**src/rtl/mdu_sched_pkg.sv**
```systemverilog
// Shared MDU op codes, MTHI/MTLO codes, scheduler FSM states and the queued request layout.
package mdu_sched_pkg;

   localparam int unsigned OP_W   = 4;
   localparam int unsigned MT_W   = 2;
   localparam int unsigned DATA_W = 32;

   localparam logic [OP_W-1:0] MDU_NONE  = 4'd0;
   localparam logic [OP_W-1:0] MDU_MULT  = 4'd1;
   localparam logic [OP_W-1:0] MDU_MULTU = 4'd2;
   localparam logic [OP_W-1:0] MDU_DIV   = 4'd3;
   localparam logic [OP_W-1:0] MDU_DIVU  = 4'd4;
   localparam logic [OP_W-1:0] MDU_MADD  = 4'd5;
   localparam logic [OP_W-1:0] MDU_MADDU = 4'd6;
   localparam logic [OP_W-1:0] MDU_MSUB  = 4'd7;
   localparam logic [OP_W-1:0] MDU_MSUBU = 4'd8;

   localparam logic [MT_W-1:0] MT_NONE = 2'b00;
   localparam logic [MT_W-1:0] MT_LO   = 2'b01;
   localparam logic [MT_W-1:0] MT_HI   = 2'b11;

   typedef enum logic [1:0] {
      S_IDLE   = 2'd0,
      S_LAUNCH = 2'd1,
      S_RUN    = 2'd2
   } state_t;

   typedef struct packed {
      logic [OP_W-1:0]   op;
      logic [MT_W-1:0]   mt;
      logic [DATA_W-1:0] a;
      logic [DATA_W-1:0] b;
   } mdu_req_t;

   localparam int unsigned REQ_W = $bits(mdu_req_t);

endpackage

```
**src/rtl/mdu_req_fifo.sv**
```systemverilog
// In-order request queue: DEPTH entries of one packed MDU request, flush empties it.
module mdu_req_fifo
   import mdu_sched_pkg::*;
#(
   parameter int unsigned DEPTH = 2,
   parameter int unsigned PTR_W = 1
) (
   input  logic             clk,
   input  logic             reset,
   input  logic             push,
   input  logic             pop,
   input  logic             flush,
   input  logic [REQ_W-1:0] din,
   output logic [REQ_W-1:0] head,
   output logic [PTR_W:0]   count,
   output logic             full,
   output logic             empty
);

   localparam int unsigned CNT_W = PTR_W + 1;

   logic [REQ_W-1:0] mem [DEPTH];
   logic [PTR_W-1:0] rd_ptr;
   logic [PTR_W-1:0] wr_ptr;

   // Pointers wrap naturally because DEPTH is a power of two.
   always_ff @(posedge clk) begin
      if (reset || flush) begin
         rd_ptr <= '0;
         wr_ptr <= '0;
         count  <= '0;
      end else begin
         if (push) wr_ptr <= wr_ptr + PTR_W'(1);
         if (pop)  rd_ptr <= rd_ptr + PTR_W'(1);
         count <= count + CNT_W'(push) - CNT_W'(pop);
      end
   end

   always_ff @(posedge clk) begin
      if (push) mem[wr_ptr] <= din;
   end

   assign head  = mem[rd_ptr];
   assign empty = (count == '0);
   assign full  = (count == CNT_W'(DEPTH));

endmodule

```
**src/rtl/mdu_sched.sv**
```systemverilog
// Issue scheduler between E-stage and MDU: queues requests, launches them one at a time,
// stalls HI/LO reads behind older writes, and aborts on flush.
module mdu_sched
   import mdu_sched_pkg::*;
#(
   parameter int unsigned DEPTH = 2,
   parameter int unsigned PTR_W = 1
) (
   input  logic        clk,
   input  logic        reset,
   input  logic        req_valid,
   input  logic [3:0]  req_op,
   input  logic [1:0]  req_mt,
   input  logic [31:0] req_a,
   input  logic [31:0] req_b,
   output logic        req_ready,
   input  logic        hilo_rd,
   output logic        hilo_stall,
   input  logic        flush,
   output logic [3:0]  mdu_op,
   output logic [1:0]  mdu_mthilo,
   output logic [31:0] mdu_a,
   output logic [31:0] mdu_b,
   output logic        mdu_clr,
   output logic        mdu_exc,
   input  logic        mdu_busy,
   output logic        idle
);

   state_t         state;
   mdu_req_t       head;
   logic [PTR_W:0] count;
   logic           full;
   logic           empty;
   logic           launch;
   logic           push;
   logic           no_entry;

   // Head launches only from IDLE; an entry pushed this cycle is not yet visible at the head.
   assign launch    = (state == S_IDLE) & ~empty & ~flush & ~reset;
   assign req_ready = ~flush & (~full | launch);
   assign no_entry  = (req_op == MDU_NONE) & (req_mt == MT_NONE);
   assign push      = req_valid & req_ready & ~no_entry & ~hilo_stall;

   mdu_req_fifo #(
      .DEPTH (DEPTH),
      .PTR_W (PTR_W)
   ) u_fifo (
      .clk   (clk),
      .reset (reset),
      .push  (push),
      .pop   (launch),
      .flush (flush),
      .din   ({req_op, req_mt, req_a, req_b}),
      .head  (head),
      .count (count),
      .full  (full),
      .empty (empty)
   );

   // mthi/mtlo entries complete on the launch edge, so they never leave IDLE.
   always_ff @(posedge clk) begin
      if (reset || flush) begin
         state <= S_IDLE;
      end else begin
         case (state)
            S_IDLE:   if (launch && head.op != MDU_NONE) state <= S_LAUNCH;
            S_LAUNCH: state <= S_RUN;
            S_RUN:    if (!mdu_busy) state <= S_IDLE;
            default:  state <= S_IDLE;
         endcase
      end
   end

   assign mdu_op     = launch ? head.op : MDU_NONE;
   assign mdu_mthilo = launch ? head.mt : MT_NONE;
   assign mdu_a      = launch ? head.a  : '0;
   assign mdu_b      = launch ? head.b  : '0;
   assign mdu_clr    = flush & ~reset;
   assign mdu_exc    = flush & ~reset;

   // A HI/LO read waits until nothing older is queued, launching or executing.
   assign hilo_stall = hilo_rd & (~empty | (state != S_IDLE) | mdu_busy | launch);
   assign idle       = (count == '0) & (state == S_IDLE) & ~mdu_busy;

endmodule

```
**config.mk**
```make
export PLATFORM = sky130hd
export DESIGN_NAME = mdu_sched
export DESIGN_NICKNAME = d
export VERILOG_FILES = /design/src/rtl/mdu_sched_pkg.sv /design/src/rtl/mdu_req_fifo.sv /design/src/rtl/mdu_sched.sv
export SDC_FILE = /design/constraint.sdc
export NUM_CORES = 1
export LEC_CHECK = 0
export ABC_CLOCK_PERIOD_IN_PS = 3800
export BUFFER_PORTS_ARGS = -buffer_cell sky130_fd_sc_hd__buf_2
export CAP_MARGIN = 40
export CORE_AREA = 2 2 108 110
export DETAILED_ROUTE_END_ITERATION = 12
export DIE_AREA = 0 0 110 112
export PLACE_DENSITY = 0.78
export SETUP_SLACK_MARGIN = 0.05
export SYNTH_ARGS = -nofsm -noshare
export SYNTH_HDL_FRONTEND = slang
export SYNTH_SLANG_ARGS = --single-unit
```
**constraint.sdc**
```tcl
create_clock -name clk -period 3.8 [get_ports clk]
set_clock_uncertainty 0.05 [all_clocks]
set_input_delay 0.19 -clock clk [delete_from_list [all_inputs] [get_ports clk]]
set_output_delay 0.19 -clock clk [all_outputs]
set_load 0.05 [all_outputs]
```
==> run metrics, run 1 <==
Ports 151; Rel. slew slack 0.506; critical path arrival 2640 ps; PwrDens 476 mW/mm^2; Pint 2.98 mW; switching power 0.763 mW; Total Neg Setup Slack 0 ps; Synth Warn # 0; Wirelength per Cell 16.2 um; clock share of power 0.430; Final Hold Vio Count 0; Leak Pwr 2.99 nW; Layout Nets 646; Critical Path RT 3560 ps; Vias/cell 4.97; # clock sinks 147; Slew Viols, Final 0; Setup violations, final 0; area grow syn2layout 39.2%; CTS max path bufs 2; max frequency 347 MHz; vias in the first global route 3792; first-pass GRT wire length 17.8 mm; placed instance area 0.00659 mm^2; Routed met3 length 623 um; Die Span Y 112 um; total power draw 3.74 mW; DR DRC count 0; Mapped Area 0.00565 mm^2; flip-flop and latch count after synthesis 147; starting density of the core 0.505; Antenna Cells 0; First DRT Iteration DRCs 225; Max Used Layer met4; DRT Pass-1 Iters 4; min Tclk post-route 2880 ps; Port Buffers 150; Cell variety after synth 31; Hold WS 31.3 ps; routed metal-1 wirelength 4.66 mm; clk slew on worst S/H paths 60 ps; met2 routed WL 6.20 mm; Synth Instances 341; status complete, no violations; final wirelength 11.7 mm; Final Cycle Share 0.758; switching share of power 0.204; CP max FO 38; fin worst setup slack 918 ps; Syn Nets 419; Vias 3587; Inserted Clock Buffers 17; clock root cell clkbuf_16; Multi-input gate area 0.00123 mm^2; Inst Count DP 622; Die ar. 0.0123 mm^2; setup repair after global routing missed its margin false; Least-Margin Pin Slew 739 ps; ANT nets after route 0; Peak supply drop 0.300 mV; Gate power share 0.073; final core utilization 0.704; crit path launch type flop; fin cells 722; Tightest Hold Check Type in2reg; hpwl dp 6.76 mm; sequential-to-total area share from yosys stat 0.769; total congestion overflow 0; Die X 110 um; H-tree levels 4; Max Cap Viol 0; Setup CP Type reg2out; Core ar. 0.0112 mm^2; antenna violations before repair 0; layout cells sized above 1 0.330; TritonCTS clock tree yes; largest net degree at the start of global routing 71; Place WS 1300 ps; Seq pwr share 0.496; Total GRT Usage 0.195; syn_area_per_cell 16.6 um^2; Placer Congestion 0.713; clock network latency to the later pin of the worst-skew pair 410 ps; Critical Path Sink Type output pin; register area 0.00435 mm^2; fin area 0.00786 mm^2; Rows 39; Filler cells 730
==> cell type report <==
class / instances / area share
clock buffers: 19 / 0.0551
inverters: 3 / 0.00143
flip-flops and latches: 147 / 0.553
clock inverters: 11 / 0.0177
repair buffers: 224 / 0.193
multi-input cells: 175 / 0.157
well taps: 143 / 0.0228
==> logic make-up (layout without fill, tap and decap cells) <==
logic type                 count (synthesis)  count (layout)  share of synthesized area
and+or+nand+nor                           94              94                     0.0733
AOI/OAI and AO/OA                          5               5                    0.00908
adders and majority gates                  2               2                    0.00443
xor gates and xnor gates                   3               3                    0.00465
DFF                                      147             147                      0.769
buffers and inverters                     19             257                     0.0135
muxes                                     71              71                      0.126
==> sequential cells by signal, indices dropped and copies added (netlist names), named ones only <==
name,count
state,2
u_fifo.count,2
u_fifo.mem,140
u_fifo.rd_ptr,1
u_fifo.wr_ptr,1
==> worst paths after layout <==
| check | to | cells after the start | from | slack [ps] |
|---|---|---|---|---|
| min reg2reg | state[1] | 2 | state[0] | 450 |
| max reg2reg | u_fifo.mem[1][47] | 5 | state[1] | 1370 |
| min | state[1] | 3 | mdu_busy | 30 |
| max | mdu_a[14] | 6 | state[1] | 920 |
==> repair_timing <==
action | CTS | global route
endpoints found under the hold margin | 140 | 0
buffers inserted | 0 | 0
resized for setup | 0 | 0
hold buffers | 70 | 0
setup endpoints to repair | 0 | 0
==> worst max-delay path: stages, from the launching register on <==
cell and delay, ps:
dfxtp_1 320, or2_4 270, nor2_1 220, nand2_2 470
buf_4 450, nor2_1 200, buf_2 290
==> synth_stat cells, drive strengths merged <==
| library cell | number | area (um^2) |
|---|---|---|
| edfxtp | 140 | 4200 |
| nor2 | 77 | 289 |
| mux2i | 71 | 711 |
| clkbuf | 12 | 45.0 |
| dfxtp | 7 | 140 |
| buf | 4 | 20.0 |
| inv | 3 | 11.3 |
| and2 | 2 | 12.5 |
| ha | 2 | 25.0 |
| nand2 | 2 | 7.51 |
| nor2b | 2 | 12.5 |
| nor4 | 2 | 12.5 |
| or2 | 2 | 15.0 |
| or4 | 2 | 18.8 |
| xnor2 | 2 | 17.5 |
| a211oi | 1 | 7.51 |
| a21oi | 1 | 5.00 |
| and2b | 1 | 7.51 |
| nand2b | 1 | 6.26 |
| nand3b | 1 | 7.51 |
| nor3b | 1 | 18.8 |
| o22ai | 1 | 6.26 |
| o31ai | 1 | 21.3 |
| o41a | 1 | 11.3 |
| or3 | 1 | 6.26 |
| xor2 | 1 | 8.76 |
==> power groups by stage <==
stage / Clock, mW / Sequential (mW) / Combinational, mW
6_report: 1.61 / 1.86 / 0.274
5_1_grt: 1.70 / 1.86 / 0.295
4_1_cts: 1.64 / 1.86 / 0.273
3_5_place_dp: 0 / 1.89 / 0.215
3_3_place_gp: 0 / 1.89 / 0.208
2_1_floorplan: 0 / 1.88 / 0.131
==> placed cells by master, fill, tap and decap left out, drive strengths merged, types with 3 or more instances in the layout <==
master,instances
buf,154
bufinv,3
clkbuf,19
clkinv,4
clkinvlp,4
dfxtp,7
dlygate4sd3,70
edfxtp,140
inv,3
mux2i,71
nor2,77
==> metal layers <==
layer | global-route usage | up-vias
met5 | 0 | -
li1 | - | 1717
met1 | 0.222 | 1722
met4 | 0.0886 | 0
met2 | 0.342 | 131
met3 | 0.0463 | 17
Note: power is estimated with default switching activity, not from simulation.
==> run 2, diff against run 1 <==
ABC_CLOCK_PERIOD_IN_PS = 2300   (was 3800)
CORE_AREA = 2 2 113 115   (was 2 2 108 110)
DIE_AREA = 0 0 115 117   (was 0 0 110 112)
PLACE_DENSITY = 0.75   (was 0.78)
clock period = 2.3 ns   (was 3.8 ns; I/O delays follow)
==> run 2 against run 1 <==
Cell area rose by 2.4%. Non-clock buffer count increased by 7. Worst setup slack worse by 730 ps. Via count is 0.70% lower. Critical endpoint is now mdu_b[3]. Register-to-register slack worse by 1200 ps. Combinational power rose by 73%. Worst hold slack better by 21 ps. Die area grew 9.2%. Cell count up 1.8%. Clock-buffer cell count is 2 higher. Sequential power rose by 65%. Core utilization is 4.9 points lower.
==> run metrics, run 2 (synthesis results as in run 1) <==
status complete, no violations; Filler cells 884; # clock sinks 147; Final Cycle Share 0.919; vias in the first global route 3536; Rows 41; DR DRC count 0; Die ar. 0.0135 mm^2; Port Buffers 150; Critical Path Sink Type output pin; CP max stage delay 310 ps; fin worst setup slack 186 ps; DRT Pass-1 Iters 5; Place WS 222 ps; clock root cell clkbuf_16; register area 0.00435 mm^2; hold path depth 3; largest net degree at the start of global routing 72; clk slew on worst S/H paths 50 ps; total congestion overflow 0; Die X 115 um; Placer Congestion 0.751; most common cell after layout, fill and taps aside edfxtp_1; final wirelength 11.2 mm; Least-Margin Pin Slew 473 ps; crit path from state[1]; Final Hold Vio Count 0; max reg flops 140; R2R depth 5; placed instance area 0.00670 mm^2; Max Cap Viol 0; antenna violations before repair 0; clock network latency to the later pin of the worst-skew pair 410 ps; Critical Path RT 2130 ps; reg-to-reg startpoint state[1]; Core ar. 0.0123 mm^2; Multi-input gate area 0.00126 mm^2; Setup violations, final 0; min Tclk post-route 2110 ps; worst reg-to-reg setup slack 210 ps; area grow syn2layout 42.6%; CP Cell Sequence or2_4 -> nor2_2 -> nand2_2 -> buf_12 -> nor2_1 -> buf_2; critical path arrival 1950 ps; max frequency 473 MHz; Rel. slew slack 0.685; Total GRT Usage 0.168; commonest non-fill, non-tap cells in the layout edfxtp_1 (140), buf_2 (123), nor2_1 (76); Slew Viols, Final 0; crit path buf inv count 2; crit path launch type flop; reg2reg end u_fifo.mem[1][41]; total power draw 6.14 mW; Antenna Cells 0; Leak Pwr 3.04 nW; Top Registers u_fifo.mem: 140 flops, state: 2 flops, u_fifo.count: 2 flops; TritonCTS clock tree yes; Vias 3562; Wirelength per Cell 15.2 um; CP max FO 71; Inserted Clock Buffers 17; PwrDens 762 mW/mm^2; hpwl dp 6.87 mm; starting density of the core 0.459; final core utilization 0.654; H-tree levels 4; ANT nets after route 0; fin area 0.00806 mm^2; Ports 151; Tightest Hold Check Type in2reg; fin cells 735; CTS max path bufs 2; Crit path depth 6; Peak supply drop 0.571 mV; setup repair after global routing missed its margin false; layout cells sized above 1 0.333; Inst Count DP 634; Setup CP Type reg2out; Vias/cell 4.85; First DRT Iteration DRCs 208; Die Span Y 117 um; delay-heaviest family, CP simple AND/OR/NAND/NOR gates; Critical Path End mdu_b[3]; first-pass GRT wire length 16.5 mm; Layout Nets 653; CP max stage cell dfxtp_1; Reg with most FFs u_fifo.mem
-- run 2: metrics by stage --
step	TNS [ps]	hold WS [ps]
global placement	0	252
detailed placement	0	256
global route	0	62.1
floorplan	-10940	164
CTS	0	27.9
finish	0	52.7
-- run 2: final cells by class --
class	instances	area share
Timing Repair Buffer	231	0.210
Inverter	3	0.00140
Clock inverter	8	0.0140
Multi-Input combinational cell	175	0.157
Clock buffer	21	0.0547
Sequential cell	147	0.540
Tap cell	150	0.0233
-- run 2: worst register-to-register path, cell delays in order, from the launching register on --
cell and delay [ps]:
dfxtp_1 310, or2_4 280, o41a_4 380, nor3b_4 290
and2_4 240, buf_12 220
-- run 2: worst min path at each step --
stage / endpoint / start
floorplan: u_fifo.mem[0][0] / req_b[0]
global placement: u_fifo.mem[1][5] / req_b[5]
detailed placement: u_fifo.mem[1][54] / req_a[22]
CTS: u_fifo.wr_ptr / flush
global route: u_fifo.wr_ptr / flush
finish: u_fifo.wr_ptr / flush
-- run 2: metal layers --
metal,track usage,vias to the layer above,wire (um)
li1,-,1732,-
met1,0.190,1682,4530
met2,0.290,134,5860
met3,0.0499,14,637
met4,0.0884,0,140
met5,0,-,0
-- run 2: repair_timing --
action                     4_1_cts  5_1_grt
resized for setup               21       10
setup buffers                    0        0
setup endpoints to repair       70       70
hold buffers                    72        0
hold endpoints to repair       142        0
-- run 2: report_power, final --
group,internal (mW),leakage [nW],switching [mW],total [mW]
sequential,3.03,1.34,0.0287,3.06
combinational,0.224,1.43,0.251,0.475
clock,1.67,0.271,0.930,2.60
